## src/rtl/collision_ci_host.sv

```systemverilog
// Initiator for the collision-search custom instruction: loads the message,
// launches a search, polls status and collects the digest count and collision.
module collision_ci_host #(
    parameter int RESP_TIMEOUT = 1024,
    parameter int MAX_POLLS    = 65535,
    parameter int POLL_GAP     = 4
) (
    input  logic        clk,
    input  logic        reset,
    input  logic        go,
    input  logic [31:0] target,
    output logic [2:0]  msg_pair,
    input  logic [31:0] msg_hi,
    input  logic [31:0] msg_lo,
    output logic        ci_clk_en,
    output logic        ci_reset,
    output logic        ci_start,
    output logic [31:0] ci_dataa,
    output logic [31:0] ci_datab,
    output logic [2:0]  ci_n,
    input  logic        ci_done,
    input  logic [31:0] ci_result,
    output logic        busy,
    output logic        result_valid,
    output logic        error,
    output logic [31:0] collision,
    output logic [31:0] digest_count,
    output logic [15:0] poll_count
);
    localparam int CNT_MAX = (RESP_TIMEOUT > POLL_GAP) ? RESP_TIMEOUT : POLL_GAP;
    localparam int CW = $clog2(CNT_MAX + 1);
    localparam logic [CW-1:0] TMO_LAST = CW'(RESP_TIMEOUT - 1);
    localparam logic [CW-1:0] GAP_LAST = CW'((POLL_GAP > 0) ? POLL_GAP - 1 : 0);
    localparam logic [15:0]   POLL_LIM = 16'(MAX_POLLS);

    localparam logic [2:0] OP_LOAD = 3'd0;
    localparam logic [2:0] OP_SRCH = 3'd1;
    localparam logic [2:0] OP_COLL = 3'd2;
    localparam logic [2:0] OP_STAT = 3'd3;
    localparam logic [2:0] OP_CNT  = 3'd4;

    typedef enum logic [3:0] {
        IDLE, LOAD_ISSUE, LOAD_WAIT, SRCH_ISSUE, SRCH_WAIT, STAT_ISSUE, STAT_WAIT,
        CNT_ISSUE, CNT_WAIT, GAP, COLL_ISSUE, COLL_WAIT, FINISH, ABORT
    } state_t;

    state_t        state, state_nxt;
    logic [2:0]    pair, pair_nxt;
    logic [CW-1:0] cnt;
    logic [31:0]   tgt;
    logic          rst_hold;
    logic          is_wait;
    logic          is_issue_nxt;

    always_ff @(posedge clk or posedge reset) begin
        if (reset) state <= IDLE;
        else       state <= state_nxt;
    end

    always_comb begin
        state_nxt = state;
        pair_nxt  = pair;
        is_wait   = state inside {LOAD_WAIT, SRCH_WAIT, STAT_WAIT, CNT_WAIT, COLL_WAIT};
        case (state)
            IDLE: if (go) begin
                state_nxt = LOAD_ISSUE;
                pair_nxt  = 3'd0;
            end
            LOAD_ISSUE: state_nxt = LOAD_WAIT;
            LOAD_WAIT: if (ci_done) begin
                if (pair == 3'd7) begin
                    state_nxt = SRCH_ISSUE;
                end else begin
                    pair_nxt  = pair + 3'd1;
                    state_nxt = LOAD_ISSUE;
                end
            end
            SRCH_ISSUE: state_nxt = SRCH_WAIT;
            SRCH_WAIT:  if (ci_done) state_nxt = STAT_ISSUE;
            STAT_ISSUE: state_nxt = STAT_WAIT;
            STAT_WAIT: if (ci_done) begin
                if (ci_result == 32'd1)         state_nxt = COLL_ISSUE;
                else if (poll_count == POLL_LIM) state_nxt = ABORT;
                else                             state_nxt = CNT_ISSUE;
            end
            CNT_ISSUE: state_nxt = CNT_WAIT;
            CNT_WAIT: if (ci_done) state_nxt = (POLL_GAP == 0) ? STAT_ISSUE : GAP;
            GAP:        if (cnt == GAP_LAST) state_nxt = STAT_ISSUE;
            COLL_ISSUE: state_nxt = COLL_WAIT;
            COLL_WAIT:  if (ci_done) state_nxt = FINISH;
            FINISH:     state_nxt = IDLE;
            ABORT:      state_nxt = IDLE;
            default:    state_nxt = IDLE;
        endcase
        if (is_wait && !ci_done && cnt == TMO_LAST) state_nxt = ABORT;
    end

    assign is_issue_nxt = state_nxt inside {LOAD_ISSUE, SRCH_ISSUE, STAT_ISSUE, CNT_ISSUE, COLL_ISSUE};
    assign ci_start     = state inside {LOAD_ISSUE, SRCH_ISSUE, STAT_ISSUE, CNT_ISSUE, COLL_ISSUE};
    assign ci_clk_en    = ci_start;
    assign busy         = !(state inside {IDLE, FINISH, ABORT});
    assign result_valid = (state == FINISH);
    assign error        = (state == ABORT);
    assign ci_reset     = rst_hold | (state == ABORT);
    // Look-ahead pair so the message words are valid on the edge that loads the operands.
    assign msg_pair     = pair_nxt;

    always_ff @(posedge clk or posedge reset) begin
        if (reset) begin
            pair         <= 3'd0;
            cnt          <= '0;
            tgt          <= 32'd0;
            rst_hold     <= 1'b1;
            ci_n         <= 3'd0;
            ci_dataa     <= 32'd0;
            ci_datab     <= 32'd0;
            collision    <= 32'd0;
            digest_count <= 32'd0;
            poll_count   <= 16'd0;
        end else begin
            pair <= pair_nxt;
            // One counter serves both the response timeout and the poll gap.
            if (state_nxt != state)            cnt <= '0;
            else if (is_wait || state == GAP)  cnt <= cnt + 1'b1;

            if (state == IDLE && go) begin
                tgt        <= target;
                poll_count <= 16'd0;
            end
            if (is_issue_nxt) rst_hold <= 1'b0;

            if (state_nxt != state) begin
                case (state_nxt)
                    LOAD_ISSUE: begin
                        ci_n     <= OP_LOAD;
                        ci_dataa <= msg_hi;
                        ci_datab <= msg_lo;
                    end
                    SRCH_ISSUE: begin
                        ci_n     <= OP_SRCH;
                        ci_dataa <= tgt;
                        ci_datab <= 32'd0;
                    end
                    STAT_ISSUE: begin
                        ci_n     <= OP_STAT;
                        ci_dataa <= 32'd0;
                        ci_datab <= 32'd0;
                        if (poll_count != POLL_LIM) poll_count <= poll_count + 16'd1;
                    end
                    CNT_ISSUE: begin
                        ci_n     <= OP_CNT;
                        ci_dataa <= 32'd0;
                        ci_datab <= 32'd0;
                    end
                    COLL_ISSUE: begin
                        ci_n     <= OP_COLL;
                        ci_dataa <= 32'd0;
                        ci_datab <= 32'd0;
                    end
                    default: ;
                endcase
            end

            if (ci_done && state == CNT_WAIT)  digest_count <= ci_result;
            if (ci_done && state == COLL_WAIT) collision    <= ci_result;
        end
    end
endmodule

```

## config.mk

```make
export PLATFORM = sky130hd
export DESIGN_NAME = collision_ci_host
export DESIGN_NICKNAME = d
export VERILOG_FILES = /design/src/rtl/collision_ci_host.sv
export SDC_FILE = /design/constraint.sdc
export NUM_CORES = 1
export LEC_CHECK = 0
export ABC_AREA = 1
export BUFFER_PORTS_ARGS = -buffer_cell sky130_fd_sc_hd__buf_4
export CAP_MARGIN = 0
export CORE_AREA = 2 2 132 160
export CTS_CLUSTER_SIZE = 24
export DETAILED_ROUTE_END_ITERATION = 6
export DIE_AREA = 0 0 134 162
export PLACE_DENSITY = 0.85
export SYNTH_ARGS = -nofsm -noshare
export SYNTH_HDL_FRONTEND = slang
export SYNTH_SLANG_ARGS = --single-unit
```

## constraint.sdc

```tcl
create_clock -name clk -period 6.97 [get_ports clk]
set_clock_uncertainty 0.15 [all_clocks]
set_input_delay 1.0455 -clock clk [delete_from_list [all_inputs] [get_ports clk]]
set_output_delay 1.0455 -clock clk [all_outputs]
set_load 0.02 [all_outputs]
```

==> impl_results.md <==
- Final hold violations: 0
- Most frequent cells in the layout: 296 x buf_4, 261 x nand2_1, 197 x dfrtp_1
- Critical R2R Capture: ci_datab[3]
- Fill cell count: 1712
- Share of cells above drive strength 1: 27.9%
- Max_cap viols: 0
- CTS clk-pin slew, worst paths: 70 ps
- Crit Reg-Reg Startpoint: state[2]
- Number of buffers created by CTS: 17
- Pin count of the biggest net entering global routing: 117
- Peak VDD IR: 0.298 mV
- Fmax: 263 MHz
- CP Launch Type: register
- Number of flops mapped to enable cells by yosys: 0
- Non-Filler Instances: 1654
- Worst Hold Endpoint: rst_hold
- Req. time, crit path: 7170 ps
- Core area: 20000 sq um
- Min-delay worst type: reg2reg
- Seq cells post-synth: 198
- Post-synth cell types: 37
- DR iter-0 viols: 573
- Worst-case headroom to the max-slew limit: 19.0%
- CTS tree: built
- Dpl hpwl: 18200 um
- CP Cell Sequence: nor2_1 > inv_2 > nor2_1 > nand2_1 > nand3_1 > nor2_1 > nand2_1 > inv_2 > nand2_1 > nor2_2 > nand2_4 > nand2_1 > nor2_2 > nand3_1 > nand2_1
- GR Overflow Total: 0
- Final Setup Violations: 0
- N_diodes: 0
- Period utilization: 54.5%
- Worst skew pair latency: 430 ps
- Synthesized instance count: 1119
- P_leak: 6.17 nW
- Final nets: 1511
- Final worst setup slack: 3170 ps
- Worst reg-to-reg path cell count: 15
- DP Worst Slack: 2880 ps
- Minimum clock period: 3800 ps
- Standard-cell rows: 57
- Synth Cell Area: 9290 sq um
- Crit path top cell by count: nand2_1
- Worst-path maximum fanout: 35
- All-Layer GR Usage: 23.6%
- H-tree Lvls: 4
- Longest Clk Path Bufs: 2
- Placed insts: 1622
- # hold bufs at CTS: 0
- Hold path cells: 2
- Mean Syn Cell Area: 8.30 sq um
- RSZ-0062 raised after global routing: false
- Hold Slack: 304 ps
- Register area share after synthesis: 53.4%
- TNS Setup: 0 ps
- Worst path max stage delay: 910 ps
- Dominant synthesized flop cell: dfrtp_1
- DR pass1 iterations: 5
- Die width: 134 um
- DR vias: 8455
- Antenna violations before repair: 0
- Async S/R FF share, synth: 100%
- CTS Sinks: 198
- Root Buffer: clkbuf_16
- Status: finished, final reports clean
- Detailed Route WL: 25700 um
- Die area: 21700 sq um
- Vias per cell: 5.11
- Placer's final routability congestion estimate: 0.920
- R2r setup slk: 3170 ps
- Nature of the critical path endpoint: register
- Port bufs: 287
- CP max-delay cell: nor2_2
- Final antenna-violating net count: 0
- Worst Path Class, Setup: reg2reg
- Post-cts resize count: 0
- Pwr/cell area: 495 nW/um^2
- First-pass GRT wire length: 41000 um
- Util after Layout: 60.7%
- P&R area growth vs syn: 31.0%
- DRC violations left: 0
- Vias in the first global route: 8268
- Die Height: 162 um
- Worst hold start: rst_hold
- Worst-Margin Slew: 1210 ps
- Net Count, Synth: 1254
- Wire per inst: 15.5 um
- Post-CTS setup buffers: 0
- Worst path arrival time: 4000 ps
- Io pins: 288
- Synth warn: 0
- Most common cell after layout, fill and taps aside: buf_4
- Initial Utilization: 46.4%
- Final Max Tran Viols: 0
-- state kept, by name (all words and copies together) (netlist names), 4 cells and up --
signal	cells
ci_dataa	32
ci_datab	32
collision	32
digest_count	32
tgt	32
poll_count	16
cnt	11
state	4
-- through the flow --
step	power, mW	cell area, sq um
floorplan	4.03	9290
global placement	4.91	11500
detailed placement	5.00	11500
CTS	6.05	12200
global route	6.44	12200
finish	6.02	12200
-- critical path: cells and delay by family, from the launching register on --
family / cells / cell delay (ps)
DFF: 1 / 450
and+or+nand+nor: 13 / 2940
buffers and inverters: 2 / 160
-- routing by layer --
metal | track usage, % | routed length (um) | up-vias
li1 | - | - | 4116
met2 | 40.4 | 13100 | 299
met1 | 29.4 | 10400 | 3972
met4 | 10.9 | 1010 | 0
met5 | 0 | 0 | -
met3 | 3.43 | 1150 | 68
-- synth_stat cells, types with 17 or more instances --
library cell	number	area share, %
nand2_1	261	11
dfrtp_1	197	53
nor2_1	129	5.2
o21ai_0	117	6.3
inv_1	98	4.0
nand3_1	66	3.6
nand4_1	38	2.6
nor3_1	37	2.0
clkbuf_1	30	1.2
a21oi_1	23	1.2
a21oi_2	21	2.0
nor2_2	17	1.1
-- how the worst max path moves through the flow --
stage          startpoint            to  slack (ps)  cells past startpoint
6_report         state[2]   ci_datab[3]        3170                     15
2_1_floorplan       reset   ci_dataa[0]         380                      1
4_1_cts          state[2]   ci_datab[3]        3220                     15
3_3_place_gp           go  ci_datab[10]        2910                     11
3_5_place_dp           go  ci_datab[24]        2880                     13
5_1_grt          state[2]  ci_datab[14]        2800                     15
-- kinds of logic after synthesis --
kind of cell / Yosys count / share of synthesized area (%)
simple gates: 566 / 26.7
xor+xnor: 20 / 1.89
flops: 198 / 53.4
compound gates: 170 / 10.1
fa+ha+maj: 3 / 0.404
buf+inv: 162 / 7.52
-- where the power goes --
part	internal (mW)	total, mW	switching [mW]
logic	1.10	3.12	2.02
registers	1.62	1.86	0.246
clock network	0.592	1.04	0.446
-- area by class of cell --
type	instances	area, sq um	area share [%]
clock buffers	20	457	3.75
clock inverters	12	166	1.37
inverters	104	398	3.27
multi-input cells	759	3640	29.9
flip-flops and latches	198	4960	40.7
well taps	265	332	2.72
repair buffers	296	2220	18.3
Power figures use the tool's default switching activity.
